**config.mk**
```make
export PLATFORM = sky130hd
export DESIGN_NAME = comp_edge_counter
export DESIGN_NICKNAME = d
export VERILOG_FILES = /design/src/rtl/comp_pkg.sv /design/src/rtl/comp_glitch_filter.sv /design/src/rtl/comp_edge_counter.sv
export SDC_FILE = /design/constraint.sdc
export NUM_CORES = 1
export LEC_CHECK = 0
export ABC_AREA = 1
export BUFFER_PORTS_ARGS = -buffer_cell sky130_fd_sc_hd__buf_2
export CAP_MARGIN = 0
export CORE_MARGIN = 2
export CORE_UTILIZATION = 27
export DETAILED_ROUTE_END_ITERATION = 16
export SLEW_MARGIN = 30
export SYNTH_ARGS = -nofsm -noshare
export SYNTH_HDL_FRONTEND = slang
export SYNTH_HIERARCHICAL = 1
export SYNTH_SLANG_ARGS = --single-unit
```
**constraint.sdc**
```tcl
create_clock -name clk -period 1.6 [get_ports clk]
set_clock_uncertainty 0.05 [all_clocks]
set_input_delay 0.08 -clock clk [delete_from_list [all_inputs] [get_ports clk]]
set_output_delay 0.08 -clock clk [all_outputs]
set_load 0.05 [all_outputs]
```
**src/rtl/comp_pkg.sv**
```systemverilog
// Shared FSM encoding and default sizing for the comparator edge counter.
package comp_pkg;
    localparam int SYNC_STAGES_DEF = 2;
    localparam int FILT_LEN_DEF    = 4;
    localparam int CNT_W_DEF       = 16;

    typedef enum logic [1:0] {
        IDLE  = 2'd0,
        COUNT = 2'd1,
        DONE  = 2'd2
    } state_e;
endpackage

```
**src/rtl/comp_glitch_filter.sv**
```systemverilog
// Synchronizer plus run-length glitch filter; din-to-dout latency SYNC_STAGES+FILT_LEN cycles.
// No backpressure: filters continuously every cycle.
module comp_glitch_filter
    import comp_pkg::*;
#(
    parameter int SYNC_STAGES = SYNC_STAGES_DEF,
    parameter int FILT_LEN    = FILT_LEN_DEF
) (
    input  logic clk,
    input  logic rst_n,
    input  logic din,
    output logic dout
);
    localparam logic [3:0] RUN_LAST = 4'(FILT_LEN - 1);

    logic [SYNC_STAGES-1:0] sync_q;
    logic [SYNC_STAGES-1:0] sync_d;
    logic [3:0]             run_q;
    logic [3:0]             run_d;
    logic                   dout_q;
    logic                   dout_d;
    logic                   samp;

    assign samp = sync_q[SYNC_STAGES-1];

    // A sample equal to the current output restarts the run.
    always_comb begin
        sync_d = {sync_q[SYNC_STAGES-2:0], din};
        run_d  = '0;
        dout_d = dout_q;
        if (samp != dout_q) begin
            if (run_q == RUN_LAST) begin
                dout_d = samp;
            end else begin
                run_d = run_q + 4'd1;
            end
        end
    end

    always_ff @(posedge clk) begin
        if (!rst_n) begin
            sync_q <= '0;
            run_q  <= '0;
            dout_q <= 1'b0;
        end else begin
            sync_q <= sync_d;
            run_q  <= run_d;
            dout_q <= dout_d;
        end
    end

    assign dout = dout_q;
endmodule

```
**src/rtl/comp_edge_counter.sv**
```systemverilog
// Counts filtered comparator rising edges over a gate window; result with a done pulse N+1 cycles after start.
// No backpressure: start is accepted only in IDLE and dropped otherwise.
module comp_edge_counter
    import comp_pkg::*;
#(
    parameter int SYNC_STAGES = SYNC_STAGES_DEF,
    parameter int FILT_LEN    = FILT_LEN_DEF,
    parameter int CNT_W       = CNT_W_DEF,
    // A gate wider than the count lets a long window saturate a narrow counter.
    parameter int GATE_W      = CNT_W
) (
    input  logic              clk,
    input  logic              rst_n,
    input  logic              comp_in,
    input  logic              start,
    input  logic [GATE_W-1:0] gate_len,
    output logic              comp_filt,
    output logic              busy,
    output logic              done,
    output logic [CNT_W-1:0]  count,
    output logic              ovf
);
    localparam logic [CNT_W-1:0]  ACC_MAX  = '1;
    localparam logic [GATE_W-1:0] GATE_ONE = GATE_W'(1);

    state_e            state_q;
    state_e            state_d;
    logic              filt_prev_q;
    logic              edge_pulse;
    logic [CNT_W-1:0]  acc_q;
    logic [CNT_W-1:0]  acc_d;
    logic              acc_ovf_q;
    logic              acc_ovf_d;
    logic [GATE_W-1:0] gate_q;
    logic [GATE_W-1:0] gate_d;
    logic [CNT_W-1:0]  count_q;
    logic [CNT_W-1:0]  count_d;
    logic              ovf_q;
    logic              ovf_d;
    logic              busy_q;
    logic              done_q;

    comp_glitch_filter #(
        .SYNC_STAGES (SYNC_STAGES),
        .FILT_LEN    (FILT_LEN)
    ) u_filt (
        .clk   (clk),
        .rst_n (rst_n),
        .din   (comp_in),
        .dout  (comp_filt)
    );

    assign edge_pulse = comp_filt & ~filt_prev_q;

    always_comb begin
        state_d   = state_q;
        acc_d     = acc_q;
        acc_ovf_d = acc_ovf_q;
        gate_d    = gate_q;
        count_d   = count_q;
        ovf_d     = ovf_q;
        case (state_q)
            IDLE: begin
                if (start) begin
                    acc_d     = '0;
                    acc_ovf_d = 1'b0;
                    gate_d    = gate_len;
                    state_d   = (gate_len == '0) ? DONE : COUNT;
                end
            end
            COUNT: begin
                if (edge_pulse) begin
                    if (acc_q == ACC_MAX) begin
                        acc_ovf_d = 1'b1;
                    end else begin
                        acc_d = acc_q + CNT_W'(1);
                    end
                end
                if (gate_q == GATE_ONE) begin
                    state_d = DONE;
                end else begin
                    gate_d = gate_q - GATE_ONE;
                end
            end
            DONE:    state_d = IDLE;
            default: state_d = IDLE;
        endcase
        // Result registers load on entry to DONE so count is valid with done.
        if (state_d == DONE) begin
            count_d = acc_d;
            ovf_d   = acc_ovf_d;
        end
    end

    always_ff @(posedge clk) begin
        if (!rst_n) begin
            state_q     <= IDLE;
            filt_prev_q <= 1'b0;
            acc_q       <= '0;
            acc_ovf_q   <= 1'b0;
            gate_q      <= '0;
            count_q     <= '0;
            ovf_q       <= 1'b0;
            busy_q      <= 1'b0;
            done_q      <= 1'b0;
        end else begin
            state_q     <= state_d;
            filt_prev_q <= comp_filt;
            acc_q       <= acc_d;
            acc_ovf_q   <= acc_ovf_d;
            gate_q      <= gate_d;
            count_q     <= count_d;
            ovf_q       <= ovf_d;
            busy_q      <= (state_d == COUNT);
            done_q      <= (state_d == DONE);
        end
    end

    assign busy  = busy_q;
    assign done  = done_q;
    assign count = count_q;
    assign ovf   = ovf_q;
endmodule

```
* Word-level counts from Yosys, hierarchy flattened *
Index checks and enable logic that the tools add are counted.
Widths: inputs -> output; s select.

storage, ports and cells
  register bits = 62
  latch bits = 0
  bits in writable memories = 0
  memory bits (read-only) = 0
  input port bits = 20
  memories = 0

operators by class
  add/sub/neg operators = 3
  multipliers = 0
  divide/modulo/power cells = 0
  magnitude comparators = 0
  equal/unequal tests = 9
  shift-type cells = 0
  muxes and demuxes = 15
  bitwise logic cells = 4
  reductions and logical operators = 6

operator list
  operator               count
  $mux 16                5
  $pmux 16 s2            2
  $add 16x1->16 const B  1
  $eq 16x1->1 const B    1
  $eq 16x16->1 const B   1
  $logic_not 16->1       1
  $sub 16x1->16 const B  1
  $mux 2                 3
  $add 4x1->4 const B    1
  $eq 2x1->1 const B     2
  $eq 4x2->1 const B     1
  $ne 2x2->1 const B     2
  $pmux 2 s2             1
  $mux 1                 3
  $not 1->1              3
  $reduce_and 3->1       1
  $reduce_or 3->1        1
  $eq 2x2->1 const B     1
  $logic_not 2->1        1
  $pmux 1 s2             1
  $reduce_and 2->1       1
  $reduce_bool 2->1      1
  $and 1x1->1            1
  $ne 1x1->1             1

* Depth between registers and ports, before layout *
  depth in word-level cells = 5
  mapped depth = 13
  mapped depth without buffers = 12

* Hierarchy *
The synthesis kept the hierarchy.

modules (own cells, without submodules)
  module              instances  cells each  area each (sq um)  seq. area each (sq um)
  comp_edge_counter   1          523         3158.0             1101.1
  comp_glitch_filter  1          34          277.8              140.1

* Least setup slack after synthesis *
OpenSTA, ideal clock, no wires.

  path kind = reg2reg
  start = reg u_filt.dout_q, in the netlist u_filt/dout
  end = reg count_q[15], in the netlist count[15]
  setup time = 109 ps
  arrival = 1756 ps
  required time = 1441 ps
  slack = -314 ps
  stages on the path, launching flop included = 10
  clock period less this slack = 1914 ps
  path through = dfxtp_1 > inv_1 > nor2_2 > inv_2 > nor2_2 > nand3_1 > nand2_1 > nand3_1 > nand2_1 > inv_1

on the way
  word-level cells in the longest chain between the ends = 3

ends and longest elaborated chain
  item                    RTL line                  text
  from (decl)             comp_glitch_filter.sv:20  logic dout_q;
  from (signal assigned)  comp_glitch_filter.sv:48  dout_q <= dout_d;
  $and 1x1->1             comp_edge_counter.sv:53   assign edge_pulse = comp_filt & ~filt_prev_q;
  $mux 16                 comp_edge_counter.sv:72   if (edge_pulse) begin
  $pmux 16 s2             comp_edge_counter.sv:62   case (state_q)
  to (signal assigned)    comp_edge_counter.sv:112  count_q <= count_d;
  to (decl)               comp_edge_counter.sv:36   logic [CNT_W-1:0] count_q;

Every way passes these cells.
A chain may end at the register's enable or synchronous reset.

* Final worst setup path *
  start = reg gate_q[10]
  end = reg count_q[3], in the netlist count[3]

on the way
  word-level cells in the longest chain between the ends = 4

ends and longest elaborated chain
  item                    RTL line                  text
  from (decl)             comp_edge_counter.sv:34   logic [GATE_W-1:0] gate_q;
  from (signal assigned)  comp_edge_counter.sv:111  gate_q <= gate_d;
  $eq 16x1->1             comp_edge_counter.sv:79   if (gate_q == GATE_ONE) begin
  $mux 2                  comp_edge_counter.sv:79
  $pmux 2 s2              comp_edge_counter.sv:62
  $eq 2x2->1              comp_edge_counter.sv:89   if (state_d == DONE) begin

Every way passes these cells.

==> results.md <==
* Outcome: finished, final reports clean
* CTS tree: done
* Overall Global Routing Usage at between 10% and 20%
* DP HPWL at 7.05 mm
* TritonRoute pass-1 iters at 4
* Core ar. at 12500 um^2
* WS Path Type: flip-flop to flip-flop
* # diodes at 0
* Final core utilization at around two fifths
* Commonest non-fill, non-tap cell in the layout: nand2_1
* Critical path cell sequence: nor2_2 > nand2_1 > nor2_4 > nand3_2 > nand2_2 > nand2_4 > inv_8 > clkbuf_16 > nor2_1 > nor2_1 > nand2_1 > inv_1
* Die height at 117 um
* Commonest cells after routing, fill and taps aside: nand2_1 (153), nor2_1 (70), buf_4 (67)
* Maxcap violations at 0
* Slew Viols, Final at 0
* Reg area at 1250 um^2
* Critical Path Fanout Max at 7
* Top FF cell, synth: dfxtp_1
* Critical Path RT at between 1.5 and 2 ns
* Library cells used by synthesis at 33
* Total CTS buffers at 9
* Gate Count Post-Synth at 557
* CP startpoint kind: flip-flop
* Initial Util at 27.4%
* Yosys warnings at 6
* Slew headroom at 75.3%
* CTS Buffer Depth at 2
* Post-Syn Nets at 581
* Clock Latency Late Sink at 0.33 ns
* Pleak at 0.00232 uW
* Syn_area_per_cell at 6.17 um^2
* Setup crit end kind: flip-flop
* Die Span X at roughly 120 um
* #FFs+latches synth at 62
* DP Cell Count at just over 800
* Placer congestion estimate at between 0.8 and 0.9
* Final WL at 10.0 mm
* Residual DRC at 0
* # IOs at 40
* VDD IR-drop max at between 0.0005 and 0.0006 V
* Fin worst setup slack at 0.0165 ns
* Worst Hold Slack at 0.0194 ns
* CTS Root Cell: clkbuf_16
* Vias at 3779
* Clock slew at reported path FFs at approximately 0.060 ns
* Post-layout min period at between 1.5 and 2 ns
* Largest net degree at the start of global routing at 29
* Worst EP arrival at between 1.5 and 2 ns
* Max H-tree Level at 3
* Worst-Margin Slew at 0.369 ns
* ANT nets after route at 0
* Post-place instance area at 4330 um^2
* Finished layout cell area at between 5000 and 6000 um^2
* RSZ-0062 raised after global routing: yes
* Register area share after synthesis at 36.1%
* FP Rows at 41
* Port Buffers at 39
* First-pass GRT wire length at 16.1 mm
* Place WS at -0.107 ns
* Tcrit/Tclk final at 99.0%
* DR WL/cell at 11.9 um
* Synth-to-layout area growth at 45.8%
* Async S/R FF share, synth at 0%
* Multi-input gate area at 2110 um^2
* Vias in the first global route at 3510
* Final setup viols at 0
* Post-Layout Cell Count at 847
* Hold Vio Cnt, Final at 0
* Fill cells at 1330
* Clock Sinks at 62
* Via density at approximately 4.5
* Max Freq at 0.632 GHz
* EDFF count, synth at 0
* Die area at roughly 14000 um^2
* Mapped Area at 3440 um^2
* Pwr dens at 874 nW/um^2
* Initial drt markers at 181
* Number of nets in the layout at 694
* Antenna violations before repair at 0
* Worst min path class: input port to flip-flop
* Ratio of cells with drive above 1 in the final layout at 31.6%
* Slowest-stage cell, CP: dfxtp_1
* Crit-path max cell delay at 0.32 ns
* GRT overflow at 0
[cells by family (layout without fill, tap and decap cells)]
logic type                 count (synthesis)  count (layout)  share of synthesized area [%]
DFF                                       62              62                           36.1
and+or+nand+nor                          333             333                           40.6
adders and majority gates                  4               4                           1.46
AOI/OAI and AO/OA                         74              74                           11.4
buffers and inverters                     80             198                           9.43
xor gates and xnor gates                   4               4                           1.02
[routing by layer]
layer | share of wire, % | wire (um) | global-route usage, %
met5 | 0 | 0 | 0
met4 | 2.6 | 259 | 6.98
met3 | 4.0 | 402 | 2.88
met2 | 44 | 4430 | 23.2
met1 | 49 | 4950 | 20.2
[worst paths after layout]
check                        start                to  slack, ns  cells after the start
setup reg to reg        gate_q[10]          count[3]       0.02                     12
hold reg to reg   u_filt/sync_q[0]  u_filt/sync_q[1]       0.37                      2
setup / recovery        gate_q[10]          count[3]       0.02                     12
hold / removal        gate_len[14]        gate_q[14]       0.02                      3
[flip-flops by register name, indices dropped and copies added (netlist names)]
register / cells
acc_ovf_q: 1
acc_q: 16
busy: 1
count: 16
done: 1
filt_prev_q: 1
gate_q: 16
ovf: 1
state_q: 2
u_filt/dout: 1
u_filt/run_q: 4
u_filt/sync_q: 2
[timing repair]
action	in CTS	in global routing
gates resized for setup	11	77
hold endpoints to repair	2	0
pin swaps	1	21
endpoints found under the setup margin	20	46
hold buffers	2	0
buffers inserted	0	6
gates cloned	0	2
[cell type report]
| class | instances | share of cell area [%] |
|---|---|---|
| Inverter | 66 | 5.09 |
| Clock inverter | 6 | 1.22 |
| Multi-Input combinational cell | 415 | 42.2 |
| Clock buffer | 10 | 4.77 |
| Tap cell | 172 | 4.29 |
| Sequential cell | 62 | 25.0 |
| Timing Repair Buffer | 116 | 17.4 |
[power by group]
group	leakage (uW)	switching, uW	internal (uW)
logic	0.00166	440	341
registers	0.000508	37.2	1600
clock network	0.000148	723	1240
[Yosys cell counts (4+ instances only)]
cell type | n | area share [%]
a21oi_1 | 36 | 5.2
clkbuf_1 | 4 | 0.44
dfxtp_1 | 62 | 36
ha_1 | 4 | 1.5
inv_1 | 61 | 6.7
nand2_1 | 167 | 18
nand3_1 | 46 | 6.7
nand4_1 | 9 | 1.6
nor2_1 | 93 | 10
nor2_2 | 5 | 0.91
o21ai_0 | 27 | 3.9
[critical path: cells and delay by family, from the launching register on]
family        cells  cell delay (ns)
simple gates      9             0.88
flops             1             0.32
buf+inv           3             0.28
[metrics by stage]
stage	TNS (ns)	total power, uW
6_report	0	4380
5_1_grt	-1.17	4570
3_3_place_gp	-0.525	2340
2_1_floorplan	0	2060
3_5_place_dp	-0.587	2340
4_1_cts	-0.103	4320
No activity file was read; power rests on OpenSTA's default activity.
